File: src/rtl/sid_pkg.sv
// Shared SID package: cycle phase type and pot scheduler state encoding.
package sid;

  typedef logic [1:0] cycle_t;

  localparam cycle_t CYCLE_PHI1 = 2'd1;

  typedef enum logic [2:0] {
    IDLE,
    SETTLE,
    DISCH,
    MEASURE,
    NEXT
  } pot_sched_state_t;

  localparam logic [7:0] POT_MEAS_MAX = 8'hFF;

endpackage

File: src/rtl/sid_sync2.sv
// Generic two-flop synchronizer for bringing asynchronous levels into the clk domain.
module sid_sync2 #(
  parameter int WIDTH = 1
) (
  input  logic             clk,
  input  logic             rst_n,
  input  logic [WIDTH-1:0] d_i,
  output logic [WIDTH-1:0] q_o
);

  logic [WIDTH-1:0] meta_q;
  logic [WIDTH-1:0] sync_q;

  // Two back-to-back flops give metastability a full clock to resolve.
  always_ff @(posedge clk or negedge rst_n) begin
    if (!rst_n) begin
      meta_q <= '0;
      sync_q <= '0;
    end else begin
      meta_q <= d_i;
      sync_q <= meta_q;
    end
  end

  assign q_o = sync_q;

endmodule

File: src/rtl/sid_pot_sched.sv
// Time-multiplexed paddle (POT) acquisition scheduler sharing one discharge
// transistor and one comparator across N_CH channels via an analog mux.
// Optional: define SID_POT_SCHED_AVG_EN to average each new sample with the
// previous value of the channel (first sample after reset is stored raw).
module sid_pot_sched
  import sid::*;
#(
  parameter int N_CH          = 4,
  parameter int DISCH_CYCLES  = 256,
  parameter int SETTLE_CYCLES = 4
) (
  input  logic                       clk,
  input  logic                       rst_n,
  input  cycle_t                     cycle,
  input  logic                       enable,
  input  logic [N_CH-1:0]            ch_mask,
  input  logic                       charged,
  output logic [$clog2(N_CH)-1:0]    mux_sel,
  output logic                       discharge,
  output logic [N_CH-1:0][7:0]       pot,
  output logic [N_CH-1:0]            pot_valid,
  output logic                       round_done
);

  localparam int SEL_W = $clog2(N_CH);
  localparam logic [9:0] SETTLE_LAST = (SETTLE_CYCLES == 0) ? 10'd0 : 10'(SETTLE_CYCLES - 1);
  localparam logic [9:0] DISCH_LAST  = 10'(DISCH_CYCLES - 1);

  typedef logic [SEL_W-1:0] sel_t;

  pot_sched_state_t       state_q, state_d;
  sel_t                   sel_q, sel_d;
  logic [9:0]             cnt_q, cnt_d;
  logic [7:0]             meas_q, meas_d;
  logic [N_CH-1:0][7:0]   pot_q, pot_d;
  logic [N_CH-1:0]        valid_q, valid_d;
  logic                   round_q, round_d;
  logic                   charged_s;
  logic                   tick;
  logic [SEL_W:0]         lowHit;
  logic [SEL_W:0]         nextHit;

`ifdef SID_POT_SCHED_AVG_EN
  logic [N_CH-1:0]        primed_q, primed_d;

  function automatic logic [7:0] avgOf(input logic [7:0] a, input logic [7:0] b);
    logic [8:0] s;
    s = {1'b0, a} + {1'b0, b} + 9'd1;
    return 8'(s >> 1);
  endfunction
`endif

  // Lowest set mask bit at or above start; MSB of the result flags a hit.
  function automatic logic [SEL_W:0] findFrom(input logic [N_CH-1:0] mask, input int start);
    logic [SEL_W:0] res;
    res = '0;
    for (int i = N_CH - 1; i >= 0; i--) begin
      if (i >= start && mask[i]) res = {1'b1, sel_t'(i)};
    end
    return res;
  endfunction

  sid_sync2 #(.WIDTH(1)) u_charged_sync (
    .clk   (clk),
    .rst_n (rst_n),
    .d_i   (charged),
    .q_o   (charged_s)
  );

  assign tick    = (cycle == CYCLE_PHI1);
  assign lowHit  = findFrom(ch_mask, 0);
  assign nextHit = findFrom(ch_mask, int'(sel_q) + 1);

  // Scheduler next-state: every decision waits for a phi1 tick, strobes default low.
  always_comb begin
    state_d = state_q;
    sel_d   = sel_q;
    cnt_d   = cnt_q;
    meas_d  = meas_q;
    pot_d   = pot_q;
    valid_d = '0;
    round_d = 1'b0;
`ifdef SID_POT_SCHED_AVG_EN
    primed_d = primed_q;
`endif
    if (tick) begin
      if (!enable && (state_q == SETTLE || state_q == DISCH || state_q == MEASURE)) begin
        state_d = IDLE;
        cnt_d   = '0;
      end else begin
        case (state_q)
          IDLE: begin
            if (enable && lowHit[SEL_W]) begin
              sel_d   = lowHit[SEL_W-1:0];
              cnt_d   = '0;
              state_d = SETTLE;
            end
          end
          SETTLE: begin
            if (cnt_q >= SETTLE_LAST) begin
              cnt_d   = '0;
              state_d = DISCH;
            end else begin
              cnt_d = cnt_q + 10'd1;
            end
          end
          DISCH: begin
            if (cnt_q >= DISCH_LAST) begin
              cnt_d   = '0;
              meas_d  = '0;
              state_d = MEASURE;
            end else begin
              cnt_d = cnt_q + 10'd1;
            end
          end
          MEASURE: begin
            if (charged_s || meas_q == POT_MEAS_MAX) begin
`ifdef SID_POT_SCHED_AVG_EN
              pot_d[sel_q]    = primed_q[sel_q] ? avgOf(pot_q[sel_q], meas_q) : meas_q;
              primed_d[sel_q] = 1'b1;
`else
              pot_d[sel_q] = meas_q;
`endif
              valid_d[sel_q] = 1'b1;
              state_d        = NEXT;
            end else begin
              meas_d = meas_q + 8'd1;
            end
          end
          NEXT: begin
            cnt_d = '0;
            if (nextHit[SEL_W]) begin
              sel_d   = nextHit[SEL_W-1:0];
              state_d = enable ? SETTLE : IDLE;
            end else begin
              round_d = 1'b1;
              if (enable && lowHit[SEL_W]) begin
                sel_d   = lowHit[SEL_W-1:0];
                state_d = SETTLE;
              end else begin
                state_d = IDLE;
              end
            end
          end
          default: state_d = IDLE;
        endcase
      end
    end
  end

  // State, counters, position registers and strobes; reset parks the cap discharged.
  always_ff @(posedge clk or negedge rst_n) begin
    if (!rst_n) begin
      state_q <= IDLE;
      sel_q   <= '0;
      cnt_q   <= '0;
      meas_q  <= '0;
      pot_q   <= '0;
      valid_q <= '0;
      round_q <= 1'b0;
`ifdef SID_POT_SCHED_AVG_EN
      primed_q <= '0;
`endif
    end else begin
      state_q <= state_d;
      sel_q   <= sel_d;
      cnt_q   <= cnt_d;
      meas_q  <= meas_d;
      pot_q   <= pot_d;
      valid_q <= valid_d;
      round_q <= round_d;
`ifdef SID_POT_SCHED_AVG_EN
      primed_q <= primed_d;
`endif
    end
  end

  assign mux_sel    = sel_q;
  assign discharge  = (state_q != MEASURE);
  assign pot        = pot_q;
  assign pot_valid  = valid_q;
  assign round_done = round_q;

endmodule

File: config.mk
export PLATFORM = sky130hd
export DESIGN_NAME = sid_pot_sched
export DESIGN_NICKNAME = d
export VERILOG_FILES = /design/src/rtl/sid_pkg.sv /design/src/rtl/sid_sync2.sv /design/src/rtl/sid_pot_sched.sv
export SDC_FILE = /design/constraint.sdc
export NUM_CORES = 1
export LEC_CHECK = 0
export CAP_MARGIN = 15
export CORE_MARGIN = 5
export CORE_UTILIZATION = 25
export DETAILED_ROUTE_END_ITERATION = 8
export GPL_TIMING_DRIVEN = 0
export PLACE_DENSITY_LB_ADDON = 0.05
export SETUP_SLACK_MARGIN = 0.05
export SKIP_LAST_GASP = 1
export SYNTH_ARGS = -nofsm -noshare
export SYNTH_HDL_FRONTEND = slang
export SYNTH_SLANG_ARGS = --single-unit
File: constraint.sdc
create_clock -name clk -period 1.88 [get_ports clk]
set_input_delay 0.376 -clock clk [delete_from_list [all_inputs] [get_ports clk]]
set_output_delay 0.376 -clock clk [all_outputs]
set_load 0.05 [all_outputs]
==> results of run 1 <==
through the flow:
step / hold WS, ns / power (W) / instances / setup TNS, ns
2_1_floorplan: 0.0804 / 0.00256 / 275 / 0
3_3_place_gp: 0.339 / 0.00304 / 467 / -143.82
3_5_place_dp: 0.362 / 0.00303 / 467 / -23.45
4_1_cts: 0.190 / 0.00471 / 496 / -0.692
5_1_grt: 0.230 / 0.00503 / 506 / -1.74
6_report: 0.120 / 0.00474 / 506 / -0.533
worst max-delay path: cells and delay by family (launching register included):
kind / cells / cell delay (ns)
buffers and inverters: 2 / 0.30
DFF: 1 / 0.38
adders and majority gates: 1 / 0.15
muxes: 1 / 0.33
AOI/OAI and AO/OA: 1 / 0.18
and+or+nand+nor: 3 / 0.47
power groups by stage:
stage	sequential, W	clock [W]	combinational [W]
final	0.00167	0.00163	0.00144
after global routing	0.00170	0.00176	0.00157
after CTS	0.00167	0.00169	0.00136
after detailed placement	0.00169	0	0.00134
after global placement	0.00169	0	0.00135
after floorplan	0.00196	0	0.000593
final cells by class:
| class | instances | area (um^2) | area share (%) |
|---|---|---|---|
| Tap cell | 143 | 179 | 4.16 |
| Sequential cell | 62 | 1560 | 36.3 |
| Buffer | 10 | 65.1 | 1.51 |
| Clock buffer | 10 | 229 | 5.33 |
| Multi-Input combinational cell | 195 | 1500 | 34.9 |
| Timing Repair Buffer | 73 | 673 | 15.7 |
| Clock inverter | 6 | 62.6 | 1.46 |
| Inverter | 7 | 26.3 | 0.611 |
per-layer routing:
layer	part of all wire (%)	wire length [um]	GRT usage, %
met2	47	4000	19.1
met1	49	4170	16.3
met5	0	0	0
met4	1.0	86	4.73
met3	3.6	304	3.10
worst paths after layout:
check / from / slack, ns / to / cells past startpoint
setup / recovery: meas_q[0] / -0.05 / pot[22] / 8
hold / removal: rst_n / 0.12 / mux_sel[1] / 1
setup reg to reg: meas_q[0] / -0.05 / pot[22] / 8
hold reg to reg: u_charged_sync.meta_q / 0.37 / u_charged_sync.q_o / 0
max in group asynchronous: rst_n / 1.12 / cnt_q[0] / 1
min in group clk: u_charged_sync.meta_q / 0.37 / u_charged_sync.q_o / 0
sequential cells by signal, summed over array words and instances, names as in the netlist:
name,count
pot,32
cnt_q,10
meas_q,8
pot_valid,4
state_q,3
mux_sel,2
round_done,1
u_charged_sync.meta_q,1
u_charged_sync.q_o,1
what timing repair did:
action / in CTS / in global routing
setup buffers: 13 / 8
pin swaps: 10 / 3
gates cloned: 1 / 2
setup endpoints to repair: 87 / 48
resized for setup: 80 / 27
layout by cell type (no fill, tap or decap), types with 3 or more instances in the layout:
cell / Yosys / final
mux2_2: 30 / 16
dlygate4sd2_1: 0 / 38
nand3b_1: 7 / 7
nand4_1: 4 / 4
nor2b_1: 5 / 4
a21oi_1: 16 / 16
dfrtp_2: 0 / 8
clkbuf_16: 0 / 10
and3_1: 6 / 4
buf_4: 1 / 20
clkinvlp_4: 0 / 3
clkbuf_1: 5 / 4
o21ai_0: 23 / 18
o21ai_1: 0 / 5
mux2_4: 0 / 14
buf_2: 4 / 3
dfrtp_1: 62 / 54
nand3_1: 10 / 8
buf_6: 0 / 4
clkdlybuf4s50_1: 0 / 5
nand2b_1: 4 / 3
o211ai_1: 4 / 4
inv_1: 6 / 6
nand2_1: 25 / 22
nor2_1: 16 / 15
dlymetal6s2s_1: 0 / 4
cell families after synthesis:
kind of cell	count (synthesis)	synth area share (%)
simple gates	99	18.5
compound gates	62	13.0
flops	62	52.9
mux	32	12.2
buf+inv	18	2.60
fa+ha+maj	2	0.852
==> flow_summary.yaml, run 1 <==
critical_path:
  critPathMaxFanout: 9
  start_kind: "flop"
  path_class: "reg2reg"
  cp.required_ns: 2.09
  end_kind: "flop"
  cpMaxStageDelayCell: "dfrtp_2"
  slowest_delay_ns: 0.38
  worstPathArrival_ns: 2.14
  cp_cell_sequence: "ha_4 > and3_4 > a31o_4 > nand2_4 > buf_4 > nor3_4 > buf_12 > mux2_2"
final_layout:
  drive_gt1_share_pct: 30.6
  fill_cells: 1161
  n_antenna_cell: 0
  synthToLayoutAreaGrowth_pct: 46.4
  utilization_pct: 37.5
  fin_nets: 370
  design_area_mm2: 0.00430
synthesis:
  synth_flop_cell: "dfrtp_1"
  syn_nets: 287
  yosys.area.top_type: "dfrtp_1"
  ys_ff_latch: 62
  synth_common_cells: "dfrtp_1, mux2_2, nand2_1"
  ys_async_sr_fraction_pct: 100
  synth.area.top_cells: "dfrtp_1, mux2_2, o21ai_0"
  synth.avg_cell_area_um2: 10.7
  syn-instance-count: 275
  ys_warn_count: 0
  synth_most_common_cell: "dfrtp_1"
  netlist.area_leader.share_pct: 52.9
  synth_cell_types: 51
  ys_seq_area_share_pct: 52.9
  synth_edf_count: 0
  synth_area_mm2: 0.00294
timing:
  tightest_slew_ns: 0.839
  period_needed_ns: 1.93
  rsz0062_at_grt: "yes"
  slew_headroom_pct: 44.0
  timing.final.crit_share_pct: 103
  setup_viol: 15
  hold_violations: 0
  setup_ws_ns: -0.0514
  fmax_ghz: 0.518
  fin_skew_ns: 0.00861
  finalMaxSlewViolations: 0
job:
  maxCapViolations: 0
die:
  die_h_um: 118
  start_util_pct: 25.6
  fp-row-count: 39
  ios: 50
  core_area_mm2: 0.0115
  die_area_mm2: 0.0140
  die_width_um: 118
cts:
  cts_hold_buf: 0
  htree_levels: 3
  clk_latency_ns: 0.33
  cts_tree: "done"
  path_clk_slew_ns: 0.06
  root_buffer: "clkbuf_16"
  clock-sinks: 62
  clock_path_buffers: 2
  cts_buffers: 9
power_and_ir_drop:
  internal-power_w: 0.00300
  power_density_mw_per_mm2: 1100
  switching_power_w: 0.00174
  power.share.clock_pct: 34.3
  vdd_drop_max_mv: 0.580
  p_leak_nw: 2.08
  seq_power_share_pct: 35.3
  netSwitchingFraction_pct: 36.7
  comb_power_share_pct: 30.4
status:
  violations: "negative setup slack"
  status: "finished, violations left"
route:
  first_pass_iters: 4
  ant_nets: 0
  num_vias: 2426
  drc: 0
  vias_per_cell: 4.79
  drt-initial-drc-count: 99
  wirelength_mm: 8.56
  wl_per_cell_um: 16.9
global_routing:
  antenna_found_initial: 0
  grt_pass1_vias: 2501
  grt_max_degree: 63
  grt-ovfl-total: 0
  gr-usage-all-layers_pct: 12.2
  grt_pass1_wl_mm: 13.6
placed_design:
  dp_hpwl_mm: 5.32
  portBuffers: 49
  gp_congestion: 0.783
  placedInstanceArea_mm2: 0.00363
  place_ws_ns: -0.582
worst_hold_path:
  hp-class: "in2async"
No activity file was read; power rests on OpenSTA's default activity.
==> inputs of run 2 (changes only) <==
--- a/config.mk
+++ b/config.mk
@@ -7,7 +7,7 @@
 export LEC_CHECK = 0
 export CAP_MARGIN = 15
 export CORE_MARGIN = 5
-export CORE_UTILIZATION = 25
+export CORE_UTILIZATION = 48
 export DETAILED_ROUTE_END_ITERATION = 8
 export GPL_TIMING_DRIVEN = 0
 export PLACE_DENSITY_LB_ADDON = 0.05
==> run 2 against run 1 <==
Compared with the run above: the flow now finishes without violations; first-iteration DRC count grew 140%; total power shrank 12%; register-to-register slack gained 0.06 ns; cell count shrank 15%; clock skew shrank 0.00074 ns; clock power shrank 31%; utilization grew 30 points; via count grew 0.33%; global-route usage grew 6.8 points; critical endpoint is now pot[13]; combinational power shrank 3%; clock-buffer cell count is the same; setup slack gained 0.061 ns; largest power group unchanged.
==> flow_summary.yaml, run 2 (synthesis results as in run 1) <==
critical_path:
  r2r_cells: 7
  start_kind: "flop"
  critPathMaxFanout: 9
  slowest_delay_ns: 0.39
  path_class: "reg2reg"
  r2r_slack_ns: 0.009
  cp_cell_sequence: "ha_4 > and3_4 > a31o_4 > nand2_4 > nor3b_2 > buf_6 > mux2_2"
  cp.required_ns: 2.09
  worstPathArrival_ns: 2.08
  critPathBufInv: 1
  worst-path-stages: 7
  end_kind: "flop"
  cpMaxStageDelayCell: "dfrtp_2"
  cp_top_family: "simple AND/OR/NAND/NOR gates"
  r2r-start: "meas_q[0]"
  rr_endpoint: "pot[13]"
global_routing:
  grt_max_degree: 34
  gr-usage-all-layers_pct: 19.1
  grt_pass1_vias: 2324
  grt-ovfl-total: 0
  grt_pass1_wl_mm: 11.4
  antenna_found_initial: 0
final_layout:
  fin_nets: 361
  design_area_mm2: 0.00399
  fill_cells: 497
  largest_reg_flops: 32
  final_common_cell: "dfrtp_1"
  final_cell_mix: "dfrtp_1, dlygate4sd2_1, mux2_2"
  drive_gt1_share_pct: 29.1
  synthToLayoutAreaGrowth_pct: 35.8
  utilization_pct: 67.3
  n_antenna_cell: 0
route:
  wl_per_cell_um: 16.4
  first_pass_iters: 4
  num_vias: 2434
  wirelength_mm: 7.05
  ant_nets: 0
  drt-initial-drc-count: 242
  drc: 0
  vias_per_cell: 5.67
timing:
  setup_viol: 0
  finalMaxSlewViolations: 0
  hold_violations: 0
  fin_skew_ns: 0.00787
  slew_headroom_pct: 48.4
  timing.final.crit_share_pct: 99.5
  rsz0062_at_grt: "yes"
  period_needed_ns: 1.87
  tightest_slew_ns: 0.775
  fmax_ghz: 0.535
die:
  die_area_mm2: 0.00778
  die_width_um: 88.2
  fp-row-count: 28
  ios: 50
  start_util_pct: 49.6
  core_area_mm2: 0.00592
  die_h_um: 88.2
placed_design:
  gp_congestion: 0.859
  dp_hpwl_mm: 4.56
  portBuffers: 49
  placedInstanceArea_mm2: 0.00356
cts:
  root_buffer: "clkbuf_8"
  clock_path_buffers: 2
  cts_buffers: 9
  cts_tree: "done"
  htree_levels: 3
  cts_hold_buf: 0
  path_clk_slew_ns: 0.07
  clk_latency_ns: 0.33
  clock-sinks: 62
worst_hold_path:
  hp-class: "in2async"
status:
  status: "completed"
power_and_ir_drop:
  power_density_mw_per_mm2: 1050
  vdd_drop_max_mv: 0.732
  p_leak_nw: 1.94
job:
  maxCapViolations: 0
## run 2: cell types whose count changed in the layout (fill, tap and decap cells not counted), sizes merged
cell	before	now
buf	30	22
dlymetal6s2s	4	1
dlygate4sd2	38	40
clkbuf	16	15
clkdlybuf4s50	5	6
## run 2: report_power, final
part,total [W],internal [W],switching [W]
Clock,0.00113,0.000607,0.000518
Sequential,0.00167,0.00150,0.000162
Combinational,0.00139,0.000454,0.000935
Total,0.00418,0.00256,0.00162
## run 2: metal layers
metal	vias up	routed length (um)	part of all wire [%]	global-route usage, %
met5	-	0	0	0
met4	0	89	1.3	8.79
met3	9	455	6.5	4.23
met2	83	3300	47	27.4
met1	1190	3200	45	27.5
li1	1152	-	-	-
## run 2: through the flow
step	std cells	setup TNS [ns]	power (W)	hold slack, ns	worst slack (ns)
final	429	0	0.00418	0.109	0.00931
after global routing	429	-0.336	0.00440	0.159	-0.0545
after CTS	425	-0.0892	0.00410	0.128	-0.0208
after detailed placement	400	-19.91	0.00300	0.338	-0.574
after global placement	399	-118.78	0.00298	0.335	-1.60
after floorplan	275	0	0.00256	0.0804	0.0569
## run 2: repair_timing
item	CTS	global route
cloned	1	0
endpoints found under the hold margin	0	0
resized for setup	72	29
setup buffers	9	6
pin swaps	2	9
endpoints found under the setup margin	86	46
## run 2: how the worst max path moves through the flow
stage / start / to
floorplan: mux_sel[1] / pot[16]
global placement: rst_n / pot[22]
detailed placement: cycle[1] / pot[20]
CTS: meas_q[1] / pot[19]
global route: meas_q[0] / pot[13]
finish: meas_q[0] / pot[13]
## run 2: area by class of cell
type	instances	area, um^2	share of cell area (%)
Clock buffer	10	128	3.20
Clock inverter	6	62.6	1.57
Buffer	10	67.6	1.70
Timing Repair Buffer	64	581	14.6
Tap cell	75	93.8	2.35
Sequential cell	62	1560	39.2
Multi-Input combinational cell	195	1460	36.7
Inverter	7	26.3	0.659
==> inputs of run 3 (changes only) <==
--- a/config.mk
+++ b/config.mk
@@ -6,7 +6,6 @@
 export NUM_CORES = 1
 export LEC_CHECK = 0
 export CAP_MARGIN = 15
-export CORE_MARGIN = 5
 export CORE_UTILIZATION = 48
 export DETAILED_ROUTE_END_ITERATION = 8
 export GPL_TIMING_DRIVEN = 0
==> run 3 against run 2 <==
Compared with the run above: cell area is 2.3% higher; largest cell class unchanged; via count is 2.1% higher; clock power is 13% higher; total power is 5.5% higher; setup slack better by 0.0021 ns; cell count is 1.6% higher; highest routed layer unchanged.
==> flow_summary.yaml, run 3 (synthesis results as in run 1) <==
status:
  status: "completed"
worst_hold_path:
  hp-class: "in2async"
timing:
  setup_viol: 0
  setup_ws_ns: 0.0114
  fin_skew_ns: 0.00905
  slew_headroom_pct: 52.5
  setup_tns_ns: 0
  timing.final.crit_share_pct: 99.4
  period_needed_ns: 1.87
  fmax_ghz: 0.535
  tightest_slew_ns: 0.713
  rsz0062_at_grt: "yes"
  hold_violations: 0
  finalMaxSlewViolations: 0
critical_path:
  r2r-start: "meas_q[0]"
  start_kind: "flop"
  worstPathArrival_ns: 2.08
  rr_endpoint: "pot[11]"
  r2r_cells: 7
  slowest_delay_ns: 0.40
  r2r_slack_ns: 0.01
  cp_cell_sequence: "ha_4 > and3_4 > a31o_4 > nand2_4 > nor3b_2 > buf_6 > mux2_2"
  critPathMaxFanout: 9
  cpMaxStageDelayCell: "dfrtp_2"
  path_class: "reg2reg"
  cp.required_ns: 2.10
  end_kind: "flop"
cts:
  clock_path_buffers: 2
  path_clk_slew_ns: 0.07
  htree_levels: 3
  cts_buffers: 9
  cts_hold_buf: 0
  clk_latency_ns: 0.34
  root_buffer: "clkbuf_8"
  cts_tree: "done"
  clock-sinks: 62
final_layout:
  final_common_cell: "dfrtp_1"
  fin_nets: 368
  utilization_pct: 68.9
  regArea_mm2: 0.00156
  fill_cells: 485
  stdcell_count: 436
  final_cell_mix: "dfrtp_1, dlygate4sd2_1, nand2_1, mux2_2, buf_4"
  largest_reg_flops: 32
  n_antenna_cell: 0
  synthToLayoutAreaGrowth_pct: 38.9
  multi_input_area_mm2: 0.00147
  drive_gt1_share_pct: 29.9
global_routing:
  grt-ovfl-total: 0
  antenna_found_initial: 0
  gr-usage-all-layers_pct: 23.6
  grt_pass1_wl_mm: 11.3
  grt_pass1_vias: 2329
  grt_max_degree: 34
die:
  fp-row-count: 28
  core_area_mm2: 0.00592
  die_h_um: 80.2
  start_util_pct: 49.6
  ios: 50
  die_area_mm2: 0.00643
  die_width_um: 80.2
placed_design:
  place_ws_ns: -0.566
  gp_congestion: 0.841
  dp_hpwl_mm: 4.47
  portBuffers: 49
  place_inst: 400
power_and_ir_drop:
  power_w: 0.00441
  switching_power_w: 0.00166
  power_density_mw_per_mm2: 1080
  p_leak_nw: 2.01
  comb_power_share_pct: 33.0
  vdd_drop_max_mv: 0.706
  netSwitchingFraction_pct: 37.5
  power.share.clock_pct: 29.0
  seq_power_share_pct: 38.0
  internal-power_w: 0.00276
route:
  wirelength_mm: 7.22
  first_pass_iters: 6
  vias_per_cell: 5.70
  num_vias: 2484
  drt-initial-drc-count: 126
  ant_nets: 0
  drc: 0
  wl_per_cell_um: 16.6
job:
  maxCapViolations: 0
run 3: cell type report:
| type | instances | share of cell area (%) |
|---|---|---|
| timing repair buffer | 71 | 15.6 |
| multi-input combinational | 195 | 36.1 |
| tap | 75 | 2.30 |
| clock inverter | 6 | 2.12 |
| buffer | 10 | 1.84 |
| sequential | 62 | 38.3 |
| inverter | 7 | 0.645 |
| clock buffer | 10 | 3.13 |
run 3: power by group through the flow:
stage / clock [W] / sequential, W / combinational, W
global placement: 0 / 0.00167 / 0.00130
finish: 0.00128 / 0.00167 / 0.00146
detailed placement: 0 / 0.00168 / 0.00131
floorplan: 0 / 0.00196 / 0.000593
CTS: 0.00129 / 0.00165 / 0.00129
global route: 0.00135 / 0.00170 / 0.00156
run 3: worst max-delay path by stage:
stage                          start       to  depth (start not counted)
final                      meas_q[0]  pot[11]                          7
after detailed placement    cycle[1]  pot[18]                          6
after global placement         rst_n  pot[30]                          1
after floorplan           mux_sel[1]  pot[16]                          4
after global routing       meas_q[0]  pot[11]                          7
after CTS                  meas_q[1]  pot[20]                          8
run 3: per-layer routing:
layer	part of all wire (%)	wire, um	global-route usage [%]	vias up
met1	46	3340	31.3	1230
li1	-	-	-	1171
met2	48	3430	37.7	67
met4	2.1	150	10.7	0
met5	0	0	0	-
met3	4.1	297	4.20	16
run 3: through the flow:
stage | hold WS [ns] | cell area (um^2)
2_1_floorplan | 0.0804 | 2960
3_3_place_gp | 0.335 | 3550
3_5_place_dp | 0.336 | 3560
4_1_cts | 0.0915 | 3920
5_1_grt | 0.138 | 4080
6_report | 0.0774 | 4080
run 3: critical path, delay by kind of cell, from the launching register on:
| family | cells | cell delay [ns] |
|---|---|---|
| AOI/OAI and AO/OA | 1 | 0.20 |
| adders and majority gates | 1 | 0.15 |
| buffers and inverters | 1 | 0.17 |
| DFF | 1 | 0.40 |
| muxes | 1 | 0.35 |
| and+or+nand+nor | 3 | 0.48 |
run 3: timing repair:
item                                    CTS  global route
endpoints found under the setup margin   86            46
resized for setup                        74            31
pin swaps                                 4             6
cloned                                    1             0
setup buffers                            10            12
==> patch 1, RTL diff (config.mk and constraints of run 2) <==
Add a define of `SID_POT_SCHED_AVG_EN`.
--- a/src/rtl/sid_pot_sched.sv
+++ b/src/rtl/sid_pot_sched.sv
@@ -2,6 +2,8 @@
 // transistor and one comparator across N_CH channels via an analog mux.
 // Optional: define SID_POT_SCHED_AVG_EN to average each new sample with the
 // previous value of the channel (first sample after reset is stored raw).
+`define SID_POT_SCHED_AVG_EN
+
 module sid_pot_sched
   import sid::*;
 #(
Check against the original RTL: no difference found for any inputs over 10 cycles, from zero or initial values and one cycle with rst_n low; that may be too few to reach the edited logic, so the function may still have changed.
==> patch 1 against run 2 <==
- total power up 30%
- the flow now finishes with violations (setup timing)
- worst setup slack worse by 1.0 ns
- critical endpoint is now pot[5]
- design area up 38%
- routed wire length up 55%
- largest cell class is now multi-input combinational cells
- clock skew up 0.0028 ns
- sequential cell count up 4
- global-route usage up 2.5 points
- synthesized area up 31%
==> patch 1: results (changes against run 2) <==
- The flow ran to the end, but the final reports show violations.
- The final reports fail on setup timing.
- The number of distinct library cells after synthesis was 60 (+18%).
- The global-route wire length before repair is 17.04 mm (+49%).
- The number of clock buffer instances in the layout came to 9 (-1).
- The total track usage is 21.60% (+2.5 points).
- The share of power burned in combinational logic was 45.2% (+12 points).
- The switching part of the total is 40.44% (+1.8 points).
- The post-synthesis net count is 387 (+35%).
- The worst-case clock skew was 0.01062 ns (+0.002752 ns).
- The final-layout non-clock buffer area share is 15.73% (-0.53 points).
- The stage delay of the slowest cell on the critical path is 0.57 ns (+0.18 ns).
- The average size of a mapped cell is 10.44 sq um (-2.2%).
- In the synthesized netlist, the cells that appear most often are sky130_fd_sc_hd__dfrtp_1, sky130_fd_sc_hd__nand2_1, sky130_fd_sc_hd__o21ai_0.
- The count of final setup violators came to 39 (+39).
- The final weighted congestion in routability-driven placement is 0.8712 (+1.4%).
- The length of the first detailed-routing pass in iterations is 5 (+1).
- The number of global-route vias before repair is 3308 (+42%).
- The smallest hold slack is 0.1247 ns (+0.01590 ns).
- The DRC violation total after the first TritonRoute iteration was 192 (-21%).
- The multiplexer share of the synthesized area is 14.89% (+2.7 points).
- The data arrival time of the worst path is 3.11 ns (+1.03 ns).
- The setup total negative slack is -24.50 ns (-24.50 ns).
- The HPWL after detailed placement came to 6.760 mm (+48%).
- The final worst setup slack came to -0.9865 ns (-0.9958 ns).
- The pin count of the biggest net entering global routing is 67 (+97%).
- The worst-case vdd ir drop is 0.8002 mV (+9.2%).
- The path depth of the worst reg2reg path came to 8 (+1).
- The sequential element share of the synthesized area is 43.10% (-9.8 points).
- The clock sink total is 66 (+6.5%).
- The start point of the critical path is mux_sel[0].
- The adder and majority gate portion of the synthesized area is 3.461% (+2.6 points).
- The sequential fraction of design power is 31.7% (-8.1 points).
- The highest-delay cell along the critical path is sky130_fd_sc_hd__mux4_2.
- The cell count after placement is 517 (+29%).
- The maximum fanout along the worst path was 5 (-4).
- Yosys attributes the largest share of cell area to sky130_fd_sc_hd__dfrtp_1, sky130_fd_sc_hd__mux2_2, sky130_fd_sc_hd__mux4_2.
- The power consumed by combinational cells is 2.45 mW (+76%).
- The count of input and output buffers came to 48 (-2.0%).
- The clock latency on the worst-skew pair came to 0.35 ns (+0.02 ns).
- The area occupied by multi-input gates is 2586 sq um (+77%).
- The number of vias in the routed layout came to 3369 (+38%).
- The share of the synthesized area in compound gates (AO/OA/AOI/OAI) is 17.86% (+4.8 points).
- The final-layout fill cell count is 561 (+13%).
- The number of nets in the layout is 483 (+34%).
- The clock-pin slew reported for the worst setup and hold paths after clock tree synthesis came to 0.09 ns (+0.02 ns).
- On the critical path the largest part of the delay comes from multiplexers.
- The average wire per cell in the routed design is 19.17 um (+17%).
- The ratio of cells with drive above 1 in the final layout is 39.53% (+10 points).
patch 1: cell types whose count changed after synthesis, moves of 5 or more:
| cell | delta |
|---|---|
| sky130_fd_sc_hd__mux4_2 | +8 |
| sky130_fd_sc_hd__nor2_1 | +8 |
| sky130_fd_sc_hd__nor3_1 | +8 |
| sky130_fd_sc_hd__ha_1 | +7 |
| sky130_fd_sc_hd__nand2_1 | +7 |
| sky130_fd_sc_hd__nand3b_1 | -7 |
| sky130_fd_sc_hd__o21ai_0 | +7 |
| sky130_fd_sc_hd__nand3_1 | +5 |
patch 1: worst max path at each step:
stage	end	depth (start not counted)
floorplan	pot[13]	9
detailed placement	pot[21]	9
finish	pot[5]	8
global route	pot[5]	8
CTS	pot[21]	9
global placement	mux_sel[0]	1
patch 1: cell families after synthesis:
| family | after synthesis |
|---|---|
| compound gates | 94 |
| xor+xnor | 1 |
| fa+ha+maj | 10 |
| buf+inv | 28 |
| flops | 66 |
| mux | 42 |
| simple gates | 126 |
patch 1: metrics by stage:
| step | setup WS (ns) | cell area (sq um) |
|---|---|---|
| CTS | -0.9398 | 5191 |
| detailed placement | -1.271 | 4596 |
| global placement | -2.118 | 4598 |
| floorplan | -1.097 | 3990 |
| finish | -0.9865 | 5497 |
| global route | -1.022 | 5497 |
patch 1: what timing repair did:
action / in CTS / in global routing
setup buffers: 27 / 15
resized for setup: 102 / 57
endpoints found under the setup margin: 95 / 53
pin swaps: 22 / 27
patch 1: per-layer routing:
layer | wire, um | vias to the layer above | global-route usage (%) | share of wire (%)
met1 | 4642 | 1692 | 28.57 | 42
li1 | - | 1577 | - | -
met4 | 157 | 0 | 6.828 | 1.4
met3 | 459 | 14 | 2.805 | 4.2
met2 | 5668 | 86 | 36.88 | 52
met5 | 0 | - | 0 | 0
==> patch 2, RTL diff (flow settings as in run 2) <==
Without the edit above. Register the inputs `cycle`, `enable`, `ch_mask` and `charged` before use, without a reset. The logic sees them one clock later. Comments in the files are not updated.
--- a/src/rtl/sid_pot_sched.sv
+++ b/src/rtl/sid_pot_sched.sv
@@ -27,6 +27,18 @@
   localparam logic [9:0] DISCH_LAST  = 10'(DISCH_CYCLES - 1);
 
   typedef logic [SEL_W-1:0] sel_t;
+
+  cycle_t cycle_q;
+  logic enable_q;
+  logic [N_CH-1:0] ch_mask_q;
+  logic charged_q;
+
+  always_ff @(posedge clk) begin
+    cycle_q   <= cycle;
+    enable_q  <= enable;
+    ch_mask_q <= ch_mask;
+    charged_q <= charged;
+  end
 
   pot_sched_state_t       state_q, state_d;
   sel_t                   sel_q, sel_d;
@@ -63,13 +75,13 @@
   sid_sync2 #(.WIDTH(1)) u_charged_sync (
     .clk   (clk),
     .rst_n (rst_n),
-    .d_i   (charged),
+    .d_i   (charged_q),
     .q_o   (charged_s)
   );
 
-  assign tick    = (cycle == CYCLE_PHI1);
-  assign lowHit  = findFrom(ch_mask, 0);
-  assign nextHit = findFrom(ch_mask, int'(sel_q) + 1);
+  assign tick    = (cycle_q == CYCLE_PHI1);
+  assign lowHit  = findFrom(ch_mask_q, 0);
+  assign nextHit = findFrom(ch_mask_q, int'(sel_q) + 1);
 
   // Scheduler next-state: every decision waits for a phi1 tick, strobes default low.
   always_comb begin
@@ -84,13 +96,13 @@
     primed_d = primed_q;
 `endif
     if (tick) begin
-      if (!enable && (state_q == SETTLE || state_q == DISCH || state_q == MEASURE)) begin
+      if (!enable_q && (state_q == SETTLE || state_q == DISCH || state_q == MEASURE)) begin
         state_d = IDLE;
         cnt_d   = '0;
       end else begin
         case (state_q)
           IDLE: begin
-            if (enable && lowHit[SEL_W]) begin
+            if (enable_q && lowHit[SEL_W]) begin
               sel_d   = lowHit[SEL_W-1:0];
               cnt_d   = '0;
               state_d = SETTLE;
@@ -131,10 +143,10 @@
             cnt_d = '0;
             if (nextHit[SEL_W]) begin
               sel_d   = nextHit[SEL_W-1:0];
-              state_d = enable ? SETTLE : IDLE;
+              state_d = enable_q ? SETTLE : IDLE;
             end else begin
               round_d = 1'b1;
-              if (enable && lowHit[SEL_W]) begin
+              if (enable_q && lowHit[SEL_W]) begin
                 sel_d   = lowHit[SEL_W-1:0];
                 state_d = SETTLE;
               end else begin
Function: changed (Yosys sat finds a counterexample within 4 cycles, from zero or initial values and one cycle with rst_n low).
==> patch 2 against run 2 <==
- worst setup slack lost 0.0084 ns
- critical path depth is the same
- largest cell class unchanged
- synthesized area grew 7.5%
- design area grew 10%
- sequential cell count grew 8
- routed wire length grew 5.2%
- largest power group unchanged
- total power grew 5.2%
- clock power grew 4%
==> patch 2: results (changes against run 2) <==
- The sequential fraction of design power is 39.6% (-0.2 points).
- The clock latency on the worst-skew pair came to 0.35 ns (+0.02 ns).
- The worst-case clock skew is 0.009199 ns (+0.001329 ns).
- The total track usage is 17.72% (-1.4 points).
- The number of global-route vias before repair is 2370 (+2.0%).
- The area occupied by multi-input gates came to 1617 sq um (+10%).
- The sequential element share of the synthesized area came to 54.24% (+1.4 points).
- The post-placement cell area is 3774 sq um (+6.0%).
- The buffer count from post-CTS setup fixing is 18 (+9).
- The HPWL after detailed placement is 4.583 mm (+0.59%).
- The maximum fanout along the worst path is 8 (-1).
- The worst-case vdd ir drop is 0.8501 mV (+16%).
- The final weighted congestion in routability-driven placement is 0.7622 (-11%).
- The post-cts sizing count is 83 (+15%).
- The global-route wire length before repair is 11.76 mm (+2.9%).
- The final-layout fill cell count is 495 (-0.40%).
- The ratio of cells with drive above 1 in the final layout came to 34.07% (+5.0 points).
- The leakage power is 2.179 nW (+12%).
- The power consumed by combinational cells is 1.49 mW (+7%).
- The switching part of the total was 36.46% (-2.2 points).
- The capturing instance or port of the critical path is pot[28].
- The run finished with clean final reports.
- The number of distinct library cells after synthesis is 57 (+12%).
- The smallest hold slack is 0.1190 ns (+0.01022 ns).
- The data arrival time of the worst path was 2.12 ns (+0.04 ns).
- The detail-routed via count per cell is 5.635 (-0.68%).
- The net load switching power is 1.603 mW (-0.75%).
- By area the synthesized netlist is led by sky130_fd_sc_hd__dfrtp_1, sky130_fd_sc_hd__mux2_2, sky130_fd_sc_hd__dfxtp_1.
- The DRC violation total after the first TritonRoute iteration is 84 (-65%).
- The number of nets in the layout was 371 (+2.8%).
- In the synthesized netlist, the cells that appear most often are sky130_fd_sc_hd__dfrtp_1, sky130_fd_sc_hd__mux2_2, sky130_fd_sc_hd__o21ai_0.
[patch 2: changes by cell type in the layout (fill, tap and decap cells not counted), moves of 6 or more]
cell / before / now
sky130_fd_sc_hd__a22o_1: 1 / 8
sky130_fd_sc_hd__dfxtp_1: 0 / 8
sky130_fd_sc_hd__nand2_1: 22 / 12
sky130_fd_sc_hd__a31oi_1: 1 / 8
sky130_fd_sc_hd__buf_4: 14 / 22
sky130_fd_sc_hd__nand3b_1: 7 / 1
[patch 2: routing by layer]
layer  share of wire [%]  wire length (um)  track usage (%)  up-vias
met1                  44              3283            22.67     1231
met5                   0                 0                0        -
met4                 2.6               194            9.046        0
met2                  49              3628            28.67       53
li1                    -                 -                -     1186
met3                 4.1               306            3.306       15
[patch 2: worst register-to-register path: stages, from the launching register on]
cell                      delay (ns)
sky130_fd_sc_hd__dfrtp_2        0.39
sky130_fd_sc_hd__ha_4           0.15
sky130_fd_sc_hd__nand3_4        0.10
sky130_fd_sc_hd__o21ba_4        0.25
sky130_fd_sc_hd__nor3_4         0.22
sky130_fd_sc_hd__buf_6          0.13
sky130_fd_sc_hd__nand3_4        0.16
sky130_fd_sc_hd__mux2_4         0.38
[patch 2: final cells by class]
cell class	count	share of cell area, %
inverters	7	0.5997
plain buffers	12	1.770
clock buffers	14	3.941
multi-input cells	185	36.89
well taps	77	2.199
repair buffers	74	15.05
clock inverters	2	0.3427
flip-flops and latches	70	39.21
[patch 2: cells by family after synthesis]
group           after synthesis  share of synthesized area [%]
compound gates               69                          14.79
flops                        70                          54.24
simple gates                 78                          15.43
buf+inv                      20                          2.657
mux                          34                          12.09
fa+ha+maj                     2                         0.7929
